--- src/rtl/inst_fetch_if.sv ---
// Fetch-stage bus: instruction-memory pins plus the valid/ready link to decode.
// The master side is the fetch unit; the slave side is memory + decode.
interface inst_fetch_if #(
  parameter int DWIDTH = 8,
  parameter int ADDR   = 10
);
  logic              o_mem_csb;
  logic              o_mem_web;
  logic [ADDR-1:0]   o_mem_read_addr;
  logic [DWIDTH-1:0] i_mem_data;
  logic              o_inst_valid;
  logic [DWIDTH-1:0] o_inst;
  logic [ADDR-1:0]   o_inst_pc;
  logic              i_inst_ready;

  modport master (
    output o_mem_csb, o_mem_web, o_mem_read_addr,
    input  i_mem_data,
    output o_inst_valid, o_inst, o_inst_pc,
    input  i_inst_ready
  );

  modport slave (
    input  o_mem_csb, o_mem_web, o_mem_read_addr,
    output i_mem_data,
    input  o_inst_valid, o_inst, o_inst_pc,
    output i_inst_ready
  );
endinterface

--- src/rtl/inst_fetch.sv ---
// Instruction fetch: sequential PC issue, 1-cycle memory capture, 2-entry skid buffer, jump flush.
// Define IFETCH_STALL_CNT_EN to add the saturating decode-stall counter o_stall_cnt.
module inst_fetch #(
  parameter int DWIDTH = 8,
  parameter int ADDR   = 10
) (
  input  logic            i_clk,
  input  logic            i_rst,
  input  logic            i_start,
  input  logic            i_halt,
  input  logic            i_jump_valid,
  input  logic [ADDR-1:0] i_jump_addr,
  inst_fetch_if.master    bus
`ifdef IFETCH_STALL_CNT_EN
  ,
  output logic [15:0]     o_stall_cnt
`endif
);

  typedef enum logic [1:0] {IDLE, RUN, HALT} state_t;

  state_t            state;
  logic [ADDR-1:0]   pc;
  logic [ADDR-1:0]   pending_pc;
  logic              rsp_pending;
  logic [1:0]        count;
  logic [DWIDTH-1:0] buf_inst [2];
  logic [ADDR-1:0]   buf_pc   [2];

  logic       pop;
  logic       push;
  logic       issue;
  logic [2:0] occupancy;

  assign pop       = bus.o_inst_valid & bus.i_inst_ready;
  assign push      = rsp_pending;
  assign occupancy = {1'b0, count} + {2'b00, rsp_pending};

  // A word leaving this cycle frees its slot, so the limit rises by one on a pop.
  assign issue = (state == RUN) && !i_halt && !i_jump_valid &&
                 (occupancy < (3'd2 + {2'b00, pop}));

  assign bus.o_mem_csb       = ~issue;
  assign bus.o_mem_web       = 1'b1;
  assign bus.o_mem_read_addr = pc;
  assign bus.o_inst_valid    = (count != 2'd0);
  assign bus.o_inst          = buf_inst[0];
  assign bus.o_inst_pc       = buf_pc[0];

  // NOTE: all state below uses non-blocking assignments so every register
  // samples the pre-edge values of the others, independent of block order.
  always_ff @(posedge i_clk or posedge i_rst) begin
    if (i_rst) begin
      state       <= IDLE;
      pc          <= '0;
      pending_pc  <= '0;
      rsp_pending <= 1'b0;
    end else begin
      unique case (state)
        IDLE:    if (i_start) state <= RUN;
        RUN:     if (i_halt)  state <= HALT;
        HALT:    if (!i_halt) state <= RUN;
        default: state <= IDLE;
      endcase

      if (i_jump_valid) begin
        pc          <= i_jump_addr;
        rsp_pending <= 1'b0;
      end else begin
        rsp_pending <= issue;
        if (issue) begin
          pc         <= pc + 1'b1;
          pending_pc <= pc;
        end
      end
    end
  end

  // NOTE: the buffer is only two registers wide and its head drives o_inst,
  // so it is reset like ordinary state (a large RAM would not be).
  always_ff @(posedge i_clk or posedge i_rst) begin
    if (i_rst) begin
      count       <= 2'd0;
      buf_inst[0] <= '0;
      buf_inst[1] <= '0;
      buf_pc[0]   <= '0;
      buf_pc[1]   <= '0;
    end else if (i_jump_valid) begin
      count <= 2'd0;
    end else begin
      unique case ({push, pop})
        2'b10: begin
          if (count == 2'd0) begin
            buf_inst[0] <= bus.i_mem_data;
            buf_pc[0]   <= pending_pc;
          end else begin
            buf_inst[1] <= bus.i_mem_data;
            buf_pc[1]   <= pending_pc;
          end
          count <= count + 2'd1;
        end
        2'b01: begin
          buf_inst[0] <= buf_inst[1];
          buf_pc[0]   <= buf_pc[1];
          count       <= count - 2'd1;
        end
        2'b11: begin
          // Depth unchanged: the incoming word lands just behind the new head.
          if (count == 2'd1) begin
            buf_inst[0] <= bus.i_mem_data;
            buf_pc[0]   <= pending_pc;
          end else begin
            buf_inst[0] <= buf_inst[1];
            buf_pc[0]   <= buf_pc[1];
            buf_inst[1] <= bus.i_mem_data;
            buf_pc[1]   <= pending_pc;
          end
        end
        default: ;
      endcase
    end
  end

`ifdef IFETCH_STALL_CNT_EN
  always_ff @(posedge i_clk or posedge i_rst) begin
    if (i_rst) begin
      o_stall_cnt <= '0;
    end else if (i_jump_valid) begin
      o_stall_cnt <= '0;
    end else if (bus.o_inst_valid && !bus.i_inst_ready && (o_stall_cnt != 16'hFFFF)) begin
      o_stall_cnt <= o_stall_cnt + 16'd1;
    end
  end
`endif

endmodule

--- src/flat_wrapper.sv ---
// flat-port wrapper written by rule: the top's interface ports become plain ports
module inst_fetch_flat 
#(
  parameter int DWIDTH = 8,
  parameter int ADDR   = 10
)
  (i_clk, i_rst, i_start, i_halt, i_jump_valid, i_jump_addr, bus_o_mem_csb, bus_o_mem_web, bus_o_mem_read_addr, bus_i_mem_data, bus_o_inst_valid, bus_o_inst, bus_o_inst_pc, bus_i_inst_ready);
  inst_fetch_if #(.DWIDTH(DWIDTH), .ADDR(ADDR)) bus_i ();
  input  logic i_clk;
  input  logic i_rst;
  input  logic i_start;
  input  logic i_halt;
  input  logic i_jump_valid;
  input  logic [ADDR-1:0] i_jump_addr;
  output wire logic [$bits(bus_i.o_mem_csb)-1:0] bus_o_mem_csb;
  output wire logic [$bits(bus_i.o_mem_web)-1:0] bus_o_mem_web;
  output wire logic [$bits(bus_i.o_mem_read_addr)-1:0] bus_o_mem_read_addr;
  input wire logic [$bits(bus_i.i_mem_data)-1:0] bus_i_mem_data;
  output wire logic [$bits(bus_i.o_inst_valid)-1:0] bus_o_inst_valid;
  output wire logic [$bits(bus_i.o_inst)-1:0] bus_o_inst;
  output wire logic [$bits(bus_i.o_inst_pc)-1:0] bus_o_inst_pc;
  input wire logic [$bits(bus_i.i_inst_ready)-1:0] bus_i_inst_ready;
  assign bus_o_mem_csb = bus_i.o_mem_csb;
  assign bus_o_mem_web = bus_i.o_mem_web;
  assign bus_o_mem_read_addr = bus_i.o_mem_read_addr;
  assign bus_i.i_mem_data = bus_i_mem_data;
  assign bus_o_inst_valid = bus_i.o_inst_valid;
  assign bus_o_inst = bus_i.o_inst;
  assign bus_o_inst_pc = bus_i.o_inst_pc;
  assign bus_i.i_inst_ready = bus_i_inst_ready;
  inst_fetch #(.DWIDTH(DWIDTH), .ADDR(ADDR)) u_core (.i_clk(i_clk), .i_rst(i_rst), .i_start(i_start), .i_halt(i_halt), .i_jump_valid(i_jump_valid), .i_jump_addr(i_jump_addr), .bus(bus_i));
endmodule
--- config.mk ---
export PLATFORM = sky130hd
export DESIGN_NAME = inst_fetch_flat
export DESIGN_NICKNAME = d
export VERILOG_FILES = /design/src/rtl/inst_fetch_if.sv /design/src/rtl/inst_fetch.sv /design/src/flat_wrapper.sv
export SDC_FILE = /design/constraint.sdc
export NUM_CORES = 1
export LEC_CHECK = 0
export CORE_ASPECT_RATIO = 0.6
export CORE_MARGIN = 2
export CORE_UTILIZATION = 32
export DETAILED_ROUTE_END_ITERATION = 12
export HOLD_SLACK_MARGIN = 0.15
export PLACE_DENSITY = 0.65
export SLEW_MARGIN = 20
export SYNTH_ARGS = -nofsm -noshare
export SYNTH_HDL_FRONTEND = slang
export SYNTH_SLANG_ARGS = --single-unit
--- constraint.sdc ---
create_clock -name i_clk -period 3 [get_ports i_clk]
set_clock_uncertainty 0.15 [all_clocks]
set_input_delay 0.6 -clock i_clk [delete_from_list [all_inputs] [get_ports i_clk]]
set_output_delay 0.6 -clock i_clk [all_outputs]
set_load 0.05 [all_outputs]
Word-level counts from Yosys, hierarchy flattened --
Cells that the tools add are included. Widths: inputs -> output; s select.
Operators by class: muxes and demuxes 21, bitwise logic cells 3, equal/unequal tests 12, reduce and logical (&&, ||, !) cells 16, add/subtract/negate cells 5, magnitude comparators 1
Operators by type and width (count):
- $mux 10 | 6
- $mux 8 | 4
- $pmux 10 s3 | 1
- $pmux 8 s3 | 1
- $pmux 10 s2 | 1
- $pmux 8 s2 | 1
- $add 10x1->10 const B | 1
- $ne 2x2->1 const B | 5
- $mux 2 | 4
- $eq 2x1->1 const B | 3
- $eq 2x2->1 const B | 3
- $pmux 2 s3 | 1
- $reduce_and 3->1 | 2
- $reduce_bool 2->1 | 3
- $reduce_bool 3->1 | 2
- $logic_not 2->1 | 2
- $pmux 2 s2 | 1
- $reduce_and 4->1 | 1
- $add 2x1->3 | 1
- $add 2x1->3 const A | 1
- $logic_and 1x1->1 | 3
- $lt 3x3->1 | 1
- $add 2x1->2 const B | 1
- $logic_not 1->1 | 2
- other kinds (6) | 7
Word-level totals: output and inout port bits 31, input bits 24, flip-flop bits (word level) 61

Depth between registers and ports, before layout --
depth in word-level cells 7, depth in mapped cells 9

Worst setup path after synthesis --
OpenSTA, ideal clock, no wires.
kind input port to output port, from input i_jump_valid, to output bus_o_mem_csb, stages 5, slack 0.286 ns, arrival time 1.964 ns, data required time 2.250 ns, cells stage by stage buf_6 or4b_1 a211o_1 clkbuf_1 buf_2
Between the ends: cells in the longest elaborated chain, start to end 4
RTL lines:
- start, declared | RTL line flat_wrapper.sv:13 | input logic i_jump_valid;
- $logic_not 1->1 | RTL line inst_fetch.sv:40 | assign issue = (state == RUN) && !i_halt && !i_jump_valid &&
- $logic_and 1x1->1 (2 in series) | RTL line inst_fetch.sv:40
- $not 1->1 | RTL line inst_fetch.sv:43 | assign bus.o_mem_csb = ~issue;
- end, declared | RTL line flat_wrapper.sv:15 | output wire logic [$bits(bus_i.o_mem_csb)-1:0] bus_o_mem_csb;
Every way passes these cells.

Final worst setup path --
Same ends and word-level chain as after synthesis.

==> qor.log <==
qor: hold_path.holdCritPathClass reg -> reg
qor: pwr.portion_of_total_power_attributed_to_the_clock_network 0.239
qor: sta.final_min_period_over_clock_period 0.981
qor: sta.max_freq 340 MHz
qor: clocking.tritoncts done
qor: sta.timing.final.max_slew_violations 0
qor: sta.final_count_of_negative_setup_slack_endpoints 0
qor: setup_path.crit_path_start_kind primary input
qor: synthesis.post_synth_num_cell_types 35
qor: clocking.number_of_buffers_created_by_cts 9
qor: placed_design.placement.cell_area 3490 µm²
qor: synthesis.synth-seq-cells 61
qor: routing.drtAntennaViolNets 0
qor: setup_path.cpLargestDelayFamily buffers and inverters
qor: synthesis.synth_top_flop_cell sky130_fd_sc_hd__dfrtp_1
qor: setup_path.cpMaxStageDelayCell sky130_fd_sc_hd__or4b_1
qor: clocking.cts.hold.buffers_added 0
qor: floorplanning.initial_core_util 0.337
qor: routing.routed-via-count 2,110
qor: global_routing.grtUsageTotal 0.139
qor: cells_and_area.drive_above_1_share 0.169
qor: global_routing.overflow 0
qor: global_routing.grt_pass1_wl 10,700 µm
qor: clocking.cts_root_buf sky130_fd_sc_hd__clkbuf_16
qor: setup_path.worst_setup_path_end_kind output pin
qor: cells_and_area.insertedDiodeCount 0
qor: cells_and_area.final_net_count 343
qor: pwr.power_internal 2380 µW
qor: pwr.p_sw_frac 0.404
qor: setup_path.cpPeakStageDelay 0.51 ns
qor: clocking.cts.htree.levels 3
qor: sta.rsz0062_at_grt false
qor: clocking.tritoncts_num_sinks 61
qor: placed_design.hpwlAfterDp 4430 µm
qor: routing.drtPass1Iterations 4
qor: job.max_cap_violations 0
qor: pwr.seq_power_share 0.334
qor: routing.drcViolationCount 0
qor: synthesis.post_synth.cell_area_avg 10.9 µm²
qor: global_routing.grt.busiest_layer met2
qor: pwr.leakagePower 0.00179 µW
qor: cells_and_area.layout.cells.most_common sky130_fd_sc_hd__dfrtp_1
qor: floorplanning.core_region_area 8690 µm²
qor: sta.relSlewSlack 0.614
qor: setup_path.crit_buf_inv 2
qor: global_routing.grtUsageMet1 0.195
qor: global_routing.gr-usage-met3 0.0559
qor: global_routing.antenna_found_initial 0
qor: synthesis.syn_nets 299
qor: cells_and_area.area_growth_syn_to_layout 28.5%
qor: pwr.powerDensity 1060 nW/µm²
qor: setup_path.crit_required 2.25 ns
qor: cells_and_area.fin_area 3770 µm²
qor: setup_path.criticalPathCategory in -> out
qor: global_routing.grt_pass1_vias 2,120
qor: clocking.worstSkewPairLatency 0.33 ns
qor: floorplanning.die_h 78.1 µm
qor: synthesis.synth-seq-area-share 0.521
qor: pwr.vdd_ir_drop_max 0.499 mV
qor: global_routing.grt_util_met2 0.199
qor: cells_and_area.commonest_cells_after_routing_fill_and_taps_aside sky130_fd_sc_hd__dfrtp_1, sky130_fd_sc_hd__clkdlybuf4s50_1, sky130_fd_sc_hd__nand2_1, sky130_fd_sc_hd__mux2_2, sky130_fd_sc_hd__mux2i_1
qor: pwr.power.net_switching 1620 µW
qor: floorplanning.die_area 9960 µm²
qor: global_routing.grt_max_degree 62
qor: routing.routed_wirelength 6450 µm
qor: clocking.clk_pin_slew_worst_paths 0.05 ns
qor: synthesis.postSynthCellCount 270
qor: sta.final_hold_viol_count 0
qor: synthesis.synth-edff-count 0
qor: clocking.count_of_buffers_added_by_post_cts_timing_repair_for_setup 0
qor: synthesis.yosys_warnings 0
qor: synthesis.synthesis.area 2930 µm²
qor: setup_path.timing.critical_path.cells clkdlybuf4s50_1, or4b_1, a211o_1, buf_4
qor: setup_path.critical_path.max_fanout 5
qor: routing.avgViaCountPerCell 4.90
qor: routing.detail_route.iter0.violations 101
qor: outcome.run_status finished, final reports clean
qor: setup_path.worstPathArrival 2.19 ns
qor: pwr.pwr-share-comb 0.427
qor: sta.tightestPinTransition 0.577 ns
qor: placed_design.gpl.final_weighted_congestion 0.803
qor: placed_design.port_buffers 53
qor: routing.avgRoutedWirePerCell 15.0 µm
qor: sta.post-route-min-period 2.94 ns
qor: synthesis.synth-async-reset-ratio 1.00
qor: floorplanning.num_rows 26
qor: clocking.post_cts_resized 0
qor: clocking.clock_buffer_depth 2
qor: floorplanning.die_w 128 µm
qor: floorplanning.floorplan.io_pins 55
qor: sta.setup-tns-final 0 ns
==> worst paths after layout <==
kind | slack (ns) | start | cells past startpoint | endpoint
min | 0.35 | u_core.pending_pc[5] | 2 | u_core.pending_pc[5]
max in group asynchronous | 1.91 | i_rst | 3 | u_core.bus.o_mem_read_addr[9]
max reg2reg | 0.36 | u_core.push | 6 | u_core.bus.o_mem_read_addr[6]
max | 0.06 | i_jump_valid | 4 | bus_o_mem_csb
min in group asynchronous | 0.50 | i_rst | 3 | u_core.buf_inst[2]
min reg2reg | 0.35 | u_core.pending_pc[5] | 2 | u_core.pending_pc[5]
==> synth_stat cells, types with 2 or more instances <==
master / instances / area [µm²]
sky130_fd_sc_hd__inv_1: 10 / 37.5
sky130_fd_sc_hd__and3_1: 5 / 31.3
sky130_fd_sc_hd__buf_2: 3 / 15.0
sky130_fd_sc_hd__o21ai_1: 2 / 10.0
sky130_fd_sc_hd__mux2_2: 23 / 259
sky130_fd_sc_hd__clkbuf_1: 6 / 22.5
sky130_fd_sc_hd__a32oi_1: 3 / 26.3
sky130_fd_sc_hd__mux2i_1: 22 / 220
sky130_fd_sc_hd__nand3_1: 6 / 30.0
sky130_fd_sc_hd__xor2_1: 2 / 17.5
sky130_fd_sc_hd__xnor2_1: 2 / 17.5
sky130_fd_sc_hd__buf_4: 20 / 150
sky130_fd_sc_hd__a21oi_1: 19 / 95.1
sky130_fd_sc_hd__nor3_1: 4 / 20.0
sky130_fd_sc_hd__nand2_1: 29 / 109
sky130_fd_sc_hd__ha_1: 5 / 62.6
sky130_fd_sc_hd__o21ai_0: 8 / 40.0
sky130_fd_sc_hd__dfrtp_1: 61 / 1530
sky130_fd_sc_hd__buf_6: 2 / 22.5
sky130_fd_sc_hd__nor2_1: 19 / 71.3
sky130_fd_sc_hd__a221o_1: 5 / 50.1
==> cell type report <==
class	count	area [µm²]
Clock buffer	12	256
Tap cell	112	140
Sequential cell	61	1530
Inverter	11	41.3
Fill cell	819	4920
Multi-Input combinational cell	167	1160
Timing Repair Buffer	64	623
Clock inverter	4	22.5
==> state kept, by name, summed over array words and instances, names as in the netlist <==
name                        cells
u_core.pending_pc              10
u_core.buf_pc                  10
u_core.buf_inst                 8
u_core.bus.o_inst               8
u_core.state                    2
u_core.push                     1
u_core.count                    2
u_core.bus.o_mem_read_addr     10
u_core.bus.o_inst_pc           10
==> cells by family after synthesis <==
kind of cell    count (synthesis)  share of synthesized area
mux                            45                      0.164
buf+inv                        42                     0.0858
xor+xnor                        4                     0.0120
other cells                     1                    0.00128
flops                          61                      0.521
fa+ha+maj                       5                     0.0213
compound gates                 42                     0.0888
simple gates                   70                      0.106
==> through the flow <==
stage	std cells	hold slack (ns)	setup slack, ns	total power, µW	utilization
CTS	431	0.354	0.0577	4040	0.434
finish	431	0.350	0.0566	3990	0.434
global placement	415	0.336	0.0155	3020	0.401
global route	431	0.360	0.0114	4240	0.434
floorplan	270	0.314	0.286	2690	-
detailed placement	415	0.342	-0.0258	3070	0.401
==> worst register-to-register path: cells and delay by family, from the launching register on <==
kind	cells	cell delay, ns
AOI/OAI and AO/OA	2	0.68
adders and majority gates	1	0.31
buffers and inverters	1	0.15
DFF	1	0.45
muxes	1	0.35
and+or+nand+nor	1	0.44
==> layer usage <==
layer | share of wire | vias up
met4 | 0.0082 | 0
met5 | 0 | -
li1 | - | 1012
met2 | 0.43 | 56
met3 | 0.056 | 7
met1 | 0.51 | 1035
==> power by group through the flow <==
| stage | logic (µW) | clock network, µW | registers, µW |
|---|---|---|---|
| after floorplan | 1320 | 0 | 1370 |
| after global placement | 1680 | 0 | 1340 |
| after detailed placement | 1720 | 0 | 1350 |
| after CTS | 1720 | 980 | 1340 |
| after global routing | 1830 | 1020 | 1390 |
| final | 1710 | 953 | 1340 |
No activity file was read; power rests on OpenSTA's default activity.
